## src/rtl/regfile_write_arbiter.sv

```systemverilog
// Round-robin arbiter sharing the register-file write port among NUM_REQ requesters.
// The grant is combinational; the winning address/data/enable are registered one cycle later.
module regfile_write_arbiter #(
    parameter int NUM_REQ    = 4,
    parameter int DATA_WIDTH = 16,
    parameter bit DROP_R0    = 1'b1
) (
    input  logic                          clk,
    input  logic                          reset,
    input  logic                          hold,
    input  logic [NUM_REQ-1:0]            reqValid,
    input  logic [5*NUM_REQ-1:0]          reqAddr,
    input  logic [DATA_WIDTH*NUM_REQ-1:0] reqData,
    output logic [NUM_REQ-1:0]            reqAck,
    output logic                          wrEnable,
    output logic [4:0]                    wrAddr,
    output logic [DATA_WIDTH-1:0]         wrData,
    output logic [2:0]                    lastGrant
);

    localparam logic [NUM_REQ-1:0] ACK_ONE = NUM_REQ'(1);

    // Requesters are widened to 8 slots so a 3-bit index never selects out of range.
    logic [7:0]            validPad;
    logic [4:0]            addrArr [8];
    logic [DATA_WIDTH-1:0] dataArr [8];

    genvar i;
    generate
        for (i = 0; i < 8; i++) begin : gUnpack
            if (i < NUM_REQ) begin : gLive
                assign validPad[i] = reqValid[i];
                assign addrArr[i]  = reqAddr[5*i +: 5];
                assign dataArr[i]  = reqData[DATA_WIDTH*i +: DATA_WIDTH];
            end else begin : gTie
                assign validPad[i] = 1'b0;
                assign addrArr[i]  = 5'd0;
                assign dataArr[i]  = '0;
            end
        end
    endgenerate

    logic [2:0] ptr;
    logic [2:0] winner;
    logic [2:0] nextPtr;
    logic [3:0] idx;
    logic       found;
    logic       grant;

    // Scan from the pointer upward, wrapping at NUM_REQ; first valid requester wins.
    always_comb begin
        winner = 3'd0;
        found  = 1'b0;
        idx    = 4'd0;
        for (int k = 0; k < NUM_REQ; k++) begin
            idx = {1'b0, ptr} + 4'(k);
            if (idx >= 4'(NUM_REQ))
                idx = idx - 4'(NUM_REQ);
            if (!found && validPad[idx[2:0]]) begin
                found  = 1'b1;
                winner = idx[2:0];
            end
        end
    end

    assign grant   = found & ~hold & ~reset;
    assign reqAck  = grant ? (ACK_ONE << winner) : '0;
    assign nextPtr = (winner == 3'(NUM_REQ - 1)) ? 3'd0 : winner + 3'd1;

    always_ff @(posedge clk or posedge reset) begin
        if (reset) begin
            wrEnable  <= 1'b0;
            wrAddr    <= 5'd0;
            wrData    <= '0;
            lastGrant <= 3'd0;
            ptr       <= 3'd0;
        end else if (grant) begin
            wrAddr    <= addrArr[winner];
            wrData    <= dataArr[winner];
            lastGrant <= winner;
            ptr       <= nextPtr;
            // r0 is hardwired zero: the request is consumed but no strobe is issued.
            wrEnable  <= !(DROP_R0 && (addrArr[winner] == 5'd0));
        end else begin
            wrEnable  <= 1'b0;
        end
    end

endmodule

```

## config.mk

```make
export PLATFORM = sky130hd
export DESIGN_NAME = regfile_write_arbiter
export DESIGN_NICKNAME = d
export VERILOG_FILES = /design/src/rtl/regfile_write_arbiter.sv
export SDC_FILE = /design/constraint.sdc
export NUM_CORES = 1
export LEC_CHECK = 0
export BUFFER_PORTS_ARGS = -buffer_cell sky130_fd_sc_hd__buf_2
export CAP_MARGIN = 40
export CORE_MARGIN = 2
export CORE_UTILIZATION = 45
export DETAILED_ROUTE_END_ITERATION = 10
export PLACE_DENSITY = 0.93
export RECOVER_POWER = 25
export SLEW_MARGIN = 20
export SYNTH_ARGS = -nofsm -noshare
export SYNTH_HDL_FRONTEND = slang
export SYNTH_SLANG_ARGS = --single-unit
```

## constraint.sdc

```tcl
create_clock -name clk -period 4.5 [get_ports clk]
set_input_delay 0.225 -clock clk [delete_from_list [all_inputs] [get_ports clk]]
set_output_delay 0.225 -clock clk [all_outputs]
set_load 0.02 [all_outputs]
```

### Word level (Yosys, flattened, before mapping)

Index checks and enable logic that the tools add are counted.

| storage, ports and cells | value |
|---|---|
| input bits | 91 |
| output and inout port bits | 29 |
| logic and storage cells | 66 |
| flip-flop bits (word level) | 28 |

| operators by class | value |
|---|---|
| reduce and logical (&&, ||, !) cells | 8 |
| shifts and indexed selects | 1 |
| $lt $le $gt $ge | 9 |
| bitwise logic cells | 5 |
| equality and inequality tests | 1 |
| $add $sub $neg | 8 |
| multiplexer cells | 29 |

Operators with widths:

| operator | count |
|---|---|
| binary-select mux 16 bit (select 3 bit) | 1 |
| 2-to-1 mux 16 bit | 2 |
| 2-to-1 mux 3 bit | 9 |
| less-than comparator 3 x 4 -> 1 bit, second input constant | 4 |
| binary-select mux 5 bit (select 3 bit) | 1 |
| binary-select mux 1 bit (select 3 bit) | 4 |
| greater-or-equal comparator 4 x 3 -> 1 bit, second input constant | 3 |
| subtractor 3 bit, second input constant | 4 |
| 2-to-1 mux 5 bit | 2 |
| 2-to-1 mux 1 bit | 9 |
| adder 3 x 2 -> 4 bit, second input constant | 2 |
| logical NOT 5 bit | 1 |
| adder 3 x 1 -> 4 bit, second input constant | 1 |
| greater-or-equal comparator 4 bit, second input constant | 1 |
| logical NOT 1 bit | 4 |
| 2-to-1 mux 4 bit | 1 |
| inverter 3 -> 4 bit | 1 |
| << shifter 1 x 3 -> 4 bit, first input constant | 1 |
| adder 3 x 1 -> 3 bit, second input constant | 1 |
| equality test 3 x 2 -> 1 bit, second input constant | 1 |
| greater-or-equal comparator 3 bit, second input constant | 1 |
| logical AND 1 bit | 3 |
| AND 1 bit | 2 |
| inverter 1 bit | 2 |

### Longest topological paths before layout

Gate-level depths: netlist (run 1).

| logic depth | value |
|---|---|
| depth after elaboration | 21 |
| depth in mapped cells | 14 |
| gate-level depth less buffers | 10 |

### Least setup slack after synthesis (run 1)

Ideal clock, no wire load.

| path | value |
|---|---|
| path kind | register to output |
| start point | register ptr[0] |
| end point | output reqAck[0] |
| path buffers | 3 |
| cell stages (with the launch flop) | 13 |
| slack | 1234 ps |
| arrival time | 3041 ps |
| required time | 4275 ps |
| cells stage by stage | dfrtp_1 > clkbuf_1 > inv_1 > ha_1 > buf_4 > or4_1 > a221o_1 > o32ai_4 > inv_4 > buf_6 > ha_1 > inv_1 > nor2_1 |

| between the ends | value |
|---|---|
| elaborated cells on any way between the ends | 41 |
| those cells by class | 7 x add/sub; 4 x order compare; 1 x shift; 21 x mux; 2 x bitwise; 6 x reduce/logical |

RTL lines:

| item | line | source |
|---|---|---|
| start, declared | 43 | `logic [2:0] ptr;` |
| start signal, assigned | 81 | `ptr <= nextPtr;` |
| parallel branches: the longest is 13 deep, another holds adder 3 x 1 -> 4 bit | n/a |  |
| 2-to-1 mux 3 bit * | 59 | `if (!found && validPad[idx[2:0]]) begin` |
| named net winner[1] | 44 | `logic [2:0] winner;` |
| << shifter 1 x 3 -> 4 bit * | 67 | `assign reqAck = grant ? (ACK_ONE << winner) : '0;` |
| 2-to-1 mux 4 bit * | 67 |  |
| end, declared | 14 | `output logic [NUM_REQ-1:0] reqAck,` |

Mark *: on every way through the listed nets, which the timed path passes. The select of a mux whose other input is x is not followed.

### Worst setup path after layout (run 1)

| path | value |
|---|---|
| start point | register ptr[1] |
| end point | output reqAck[3] |

Same word-level chain as after synthesis.

==> summary.md, run 1 <==
| Metric | Value |
|---|---|
| Total of max-cap violations | 0 |
| Clk sink count | 28 |
| DRT Pass-1 Iters | 4 |
| Most frequently used flop master after synthesis | dfrtp_1 |
| Hold WS | -24.4 ps |
| Post-synthesis sequential area ratio | 0.327 |
| Die W | 73.1 um |
| Wirelength per Cell | 13.4 um |
| Mapped Cells | 209 |
| Post-synth EDFFs | 0 |
| Fin crit period | 4090 ps |
| Synth top area share | 0.327 |
| CP Data Required Time | between 4000 and 5000 ps |
| Share of cells above drive strength 1 | 0.512 |
| Vias in the first global route | 1826 |
| Num rows | 25 |
| Synth-to-layout area growth | 33.2% |
| CP Data Arrival Time | 3860 ps |
| P_sw | 921 uW |
| Pwr dens | 730 nW/um2 |
| Syn Std Cell Area | 2150 um2 |
| # setup viols final | 0 |
| Clk buf depth | 2 |
| Post-cts sizing count | 0 |
| Synth top area cells | dfrtp_1 33%, mux2i_1 18%, mux2_2 6.8%, mux2_4 5.6%, nand2_1 4.0% |
| Skew-Pair Late Insertion Delay | 270 ps |
| Nets | 422 |
| Reg clk slew, reported paths | 90 ps |
| Post-DRT Antenna Nets | 0 |
| Worst setup EP type | primary output |
| Slew Viols, Final | 0 |
| Internal power | 1.17 mW |
| CTS Hold Bufs | 0 |
| Worst Max-Slew Pin Slew | slightly below 900 ps |
| CP Class | reg -> out |
| Via density | 5.14 |
| Combinational fraction of design power | 0.701 |
| Placer Congestion | slightly below 0.9 |
| Post-synth cell types | 40 |
| Pin count of the biggest net entering global routing | 34 |
| CTS tree | done |
| Register share of total power | 0.205 |
| Async SR Flop Fraction | 1.00 |
| Clock share of power | 0.095 |
| Die Y | 73.1 um |
| Synth cell count leaders | 38 x mux2i_1, 28 x dfrtp_1, 23 x nand2_1 |
| I/O Pins | 120 |
| Violated checks | hold timing |
| Syn_area_per_cell | slightly above 10 um2 |
| Unrepaired setup endpoints after global routing | no |
| Most common cell in the netlist | mux2i_1 |
| VDD IR-drop max | 0.398 mV |
| H-tree levels | 1 |
| Synth warn | 0 |
| Slew margin rel. | 0.415 |
| Total CTS buffers | 3 |
| First-pass GRT wire length | about 8200 um |
| I/O Buffers | 119 |
| Skew final | 2.24 ps |
| Core area | 4660 um2 |
| Final Hold Viols | 13 |
| DP Wirelength | 4070 um |
| Tot GR Track Use | 0.194 |
| Setup repair bufs after CTS | 0 |
| Status | finished with violations |
| Initial antenna violation count | 0 |
| Leak | about 1.6 nW |
| Grt total ovfl | 0 |
| Core Util, Final | 0.613 |
| DR vias | 1944 |
| Most area-hungry cell type in the Yosys netlist | dfrtp_1 |
| Hold Path Class | in -> async |
| Initial Util | 0.460 |
| Diode insertion count for antenna repair | 0 |
| DIE AREA | approximately 5300 um2 |
| Fin crit share | 0.908 |
| Setup ws final | just over 400 ps |
| Root buffer cell | clkbuf_8 |
| Switching portion of total power | 0.441 |
| Setup TNS | 0 ps |
| WL final | 5070 um |
| Worst Path Max Fanout | 22 |
| Initial drt markers | 72 |
| Setup crit start kind | flip-flop |
| Fmax | between 200 and 250 MHz |
| DR DRC count | 0 |
| Post-synth net total | just over 300 |
| DP Worst Slack | 705 ps |
| Register bit total from synthesis | 28 |
[final timing paths]
| check | startpoint | end | slack, ps | cells past startpoint |
|---|---|---|---|---|
| setup reg to reg | ptr[1]$_DFFE_PP0P_ | wrEnable$_DFF_PP0_ | 710 | 10 |
| setup / recovery | ptr[1]$_DFFE_PP0P_ | reqAck[3] | 410 | 12 |
| hold / removal | reset | wrAddr[2]$_DFFE_PP0P_ | -20 | 2 |
| hold reg to reg | wrData[7]$_DFFE_PP0P_ | wrData[7]$_DFFE_PP0P_ | 480 | 2 |
| min in group clk | reqData[53] | wrData[5]$_DFFE_PP0P_ | 390 | 4 |
| max in group asynchronous | reset | wrData[14]$_DFFE_PP0P_ | 3370 | 3 |
[layout make-up]
cell class	instances	area [um2]
Fill cell	405	1800
Clock buffer	3	41.3
Multi-Input combinational cell	156	1340
Tap cell	54	67.6
Timing Repair Buffer	125	637
Sequential cell	28	701
Clock inverter	1	30.0
Inverter	11	43.8
[per-stage QoR]
step | instance area (um2) | std cells | total power, mW
global placement | 2780 | 373 | 1.86
floorplan | 2150 | 209 | 1.61
global route | 2860 | 378 | 2.26
CTS | 2880 | 378 | 2.11
finish | 2860 | 378 | 2.09
detailed placement | 2810 | 374 | 1.91
[state kept, by name (all words and copies together), names as in the netlist]
register and cells:
lastGrant 3, wrAddr 5, wrData 16, ptr 3, wrEnable 1
[cell families (layout without fill, tap and decap cells)]
group	Yosys count	count (layout)	synth area share
compound gates	43	43	0.152
fa+ha+maj	6	6	0.0350
buf+inv	25	140	0.0583
flops	28	28	0.327
mux	62	62	0.335
simple gates	45	45	0.0939
[power groups by stage]
stage,Sequential [mW],Clock (mW),Combinational (mW)
finish,0.427,0.197,1.46
floorplan,0.547,0,1.07
CTS,0.428,0.205,1.48
global placement,0.428,0,1.43
global route,0.443,0.214,1.60
detailed placement,0.432,0,1.48
[per-layer routing]
metal  routed length (um)  vias to the layer above  share of wire  track usage
met3                  334                        6          0.066       0.0373
met5                    0                        -              0            0
li1                     -                      981              -            -
met1                 2120                      873           0.42        0.236
met4                   53                        0          0.010       0.0473
met2                 2570                       84           0.51        0.349
[worst max-delay path, cell delays in order, from the launching register on]
cell and delay, ps:
dfrtp_1 580, inv_1 110, ha_1 580, mux4_2 570
a22oi_2 260, nor4_1 100, nor4_2 360, buf_4 400
inv_1 140, ha_1 220, inv_1 50, nor2_1 30
buf_2 180
[cell usage in the layout (no fill, tap or decap), types with 2 or more instances in the layout]
cell type,Yosys,routed
a22o_1,2,2
buf_2,1,119
mux4_2,2,2
ha_1,6,6
o31ai_1,2,2
mux2_4,8,8
buf_4,5,5
mux2i_1,38,38
mux2_2,13,13
inv_1,10,10
o21ai_0,16,16
nand2_1,23,23
a21oi_1,4,4
o21ai_2,8,8
nor2_1,9,9
clkbuf_8,0,3
nand2b_1,3,3
and2_1,2,2
dfrtp_1,28,28
nor3_1,2,2
Power figures use the tool's default switching activity.
==> run 2: changes to the inputs <==
--- a/config.mk
+++ b/config.mk
@@ -7,7 +7,6 @@
 export LEC_CHECK = 0
 export BUFFER_PORTS_ARGS = -buffer_cell sky130_fd_sc_hd__buf_2
 export CAP_MARGIN = 40
-export CORE_MARGIN = 2
 export CORE_UTILIZATION = 45
 export DETAILED_ROUTE_END_ITERATION = 10
 export PLACE_DENSITY = 0.93
==> run 2 against run 1 <==
Against the previous run: the flow finishes with violations (DRC, hold timing); critical path depth is the same; global-route usage is 0.39 points higher; combinational power is essentially flat; worst hold slack got worse by 2.4 ps; via count grew 2.5%; wire length decreased by 2.6%; first-iteration DRC count fell by 13%; fmax is 0.15% lower; setup slack got worse by 6.3 ps; die area shrank 5.4%; sequential power increased by 3%; critical endpoint is now reqAck[2]; largest power group unchanged; highest routed layer unchanged.
==> summary.md, run 2 (synthesis gave the netlist of run 1 again) <==
| Metric | Value |
|---|---|
| CP Data Arrival Time | between 3000 and 4000 ps |
| Top flop regs | wrData x16, wrAddr x5 |
| Register area | roughly 700 um2 |
| Hold Path Class | in -> async |
| VDD IR-drop max | just over 0.3 mV |
| Placer Congestion | between 0.9 and 1 |
| CP Data Required Time | ~4300 ps |
| CTS tree | done |
| DRT Pass-1 Iters | 8 |
| DR DRC count | 8 |
| Fin crit share | 0.910 |
| DR vias | 1992 |
| Pin count of the biggest net entering global routing | 30 |
| CTS Hold Bufs | 0 |
| Setup crit start kind | flip-flop |
| Fin crit period | 4090 ps |
| DIE AREA | approximately 5000 um2 |
| Most frequent cells in the layout | 119 x buf_2, 38 x mux2i_1, 27 x dfrtp_1 |
| Placed standard-cell area | 2800 um2 |
| Clk sink count | 28 |
| Die W | 71.1 um |
| Vias in the first global route | approximately 1900 |
| Hold WS | -26.8 ps |
| Cells after DPL | about 370 |
| Slew Viols, Final | 0 |
| H-tree levels | 1 |
| Final Hold Viols | 12 |
| Diode insertion count for antenna repair | 0 |
| Setup repair bufs after CTS | 0 |
| Reg2Reg Launch Point | ptr[1]$_DFFE_PP0P_ |
| Unrepaired setup endpoints after global routing | no |
| CP Class | reg -> out |
| Pwr dens | 725 nW/um2 |
| First-pass GRT wire length | 8120 um |
| DP Wirelength | 3970 um |
| Status | finished with violations |
| Post-cts sizing count | 0 |
| Initial antenna violation count | 0 |
| Total of max-cap violations | 0 |
| Skew-Pair Late Insertion Delay | 270 ps |
| Total CTS buffers | 3 |
| Slowest library cell on the worst path | dfrtp_1 |
| Core area | 4470 um2 |
| Violated checks | DRC, hold timing |
| Nets | ~420 |
| Wirelength per Cell | 13.2 um |
| WL final | a little under 5000 um |
| Most common cell after layout, fill and taps aside | buf_2 |
| I/O Pins | 120 |
| Root buffer cell | clkbuf_8 |
| Critical Path Start | ptr[1]$_DFFE_PP0P_ |
| # setup viols final | 0 |
| Setup TNS | 0 ps |
| Initial drt markers | 63 |
| Worst Path Max Fanout | 26 |
| Share of cells above drive strength 1 | 0.514 |
| Leak | around 1.6 nW |
| Multi-input logic area | between 1000 and 1500 um2 |
| Number of flip-flops in the largest register | 16 |
| Layout fillers | between 300 and 400 |
| Worst setup EP type | primary output |
| Via density | 5.31 |
| Die Y | ~71 um |
| Synth-to-layout area growth | 32.8% |
| Final instance area | 2850 um2 |
| Clk buf depth | 2 |
| Delay of the slowest critical-path stage | 560 ps |
| Initial Util | 0.480 |
| Crit path cell chain | inv_1 -> ha_1 -> mux4_2 -> a22oi_2 -> nor4_1 -> nor4_2 -> buf_4 -> buf_4 -> ha_1 -> inv_1 -> nor2_1 -> buf_2 |
| Post-DRT Antenna Nets | 0 |
| Skew final | 2.90 ps |
| Fmax | around 240 MHz |
| Grt total ovfl | 0 |
| Slew margin rel. | 0.389 |
| I/O Buffers | 119 |
| Biggest register | wrData |
| Tot GR Track Use | 0.198 |
| Num rows | 24 |
| Post-route insts no fill | 375 |
| Worst Max-Slew Pin Slew | about 920 ps |
| Reg clk slew, reported paths | 90 ps |
-- run 2: cell types whose count changed in the layout (fill, tap and decap cells not counted) --
cell,delta
buf_4,-1
dfrtp_1,-1
dfrtp_2,+1
-- run 2: power breakdown --
part	total (mW)	switching, mW	internal [mW]
registers	0.440	0.0799	0.360
logic	1.43	0.757	0.674
clock network	0.195	0.0763	0.119
total	2.07	0.913	1.15
-- run 2: critical path, delay by kind of cell, from the launching register on --
family          cells  cell delay (ps)
buf+inv             5             1100
fa+ha+maj           2              770
flops               1              560
mux                 1              560
simple gates        3              320
compound gates      1              260
-- run 2: layer usage --
| metal | GRT usage | up-vias | routed length, um |
|---|---|---|---|
| met3 | 0.0385 | 8 | 343 |
| li1 | - | 977 | - |
| met1 | 0.225 | 920 | 1930 |
| met5 | 0 | - | 0 |
| met4 | 0.0533 | 0 | 73 |
| met2 | 0.375 | 87 | 2590 |
-- run 2: area by class of cell --
| cell class | instances | share of cell area |
|---|---|---|
| repair buffers | 124 | 0.221 |
| well taps | 52 | 0.0228 |
| inverters | 11 | 0.0154 |
| multi-input cells | 156 | 0.469 |
| clock buffers | 3 | 0.0145 |
| clock inverters | 1 | 0.0105 |
| flip-flops and latches | 28 | 0.246 |
-- run 2: final timing paths --
path | cells after the start | endpoint | slack, ps
worst max register to register | 11 | wrEnable$_DFF_PP0_ | 740
min in group clk | 4 | wrAddr[4]$_DFFE_PP0P_ | 380
worst min register to register | 2 | wrData[9]$_DFFE_PP0P_ | 480
max in group asynchronous | 3 | wrAddr[4]$_DFFE_PP0P_ | 3340
worst max-delay path | 12 | reqAck[2] | 410
worst min-delay path | 2 | wrAddr[0]$_DFFE_PP0P_ | -30
-- run 2: through the flow --
step,total power [mW],utilization,hold slack (ps),setup slack (ps)
floorplan,1.61,-,290,1230
global placement,1.83,0.620,458,769
detailed placement,1.90,0.626,331,612
CTS,2.09,0.642,30.2,298
global route,2.24,0.637,15.1,89.3
finish,2.07,0.637,-26.8,406
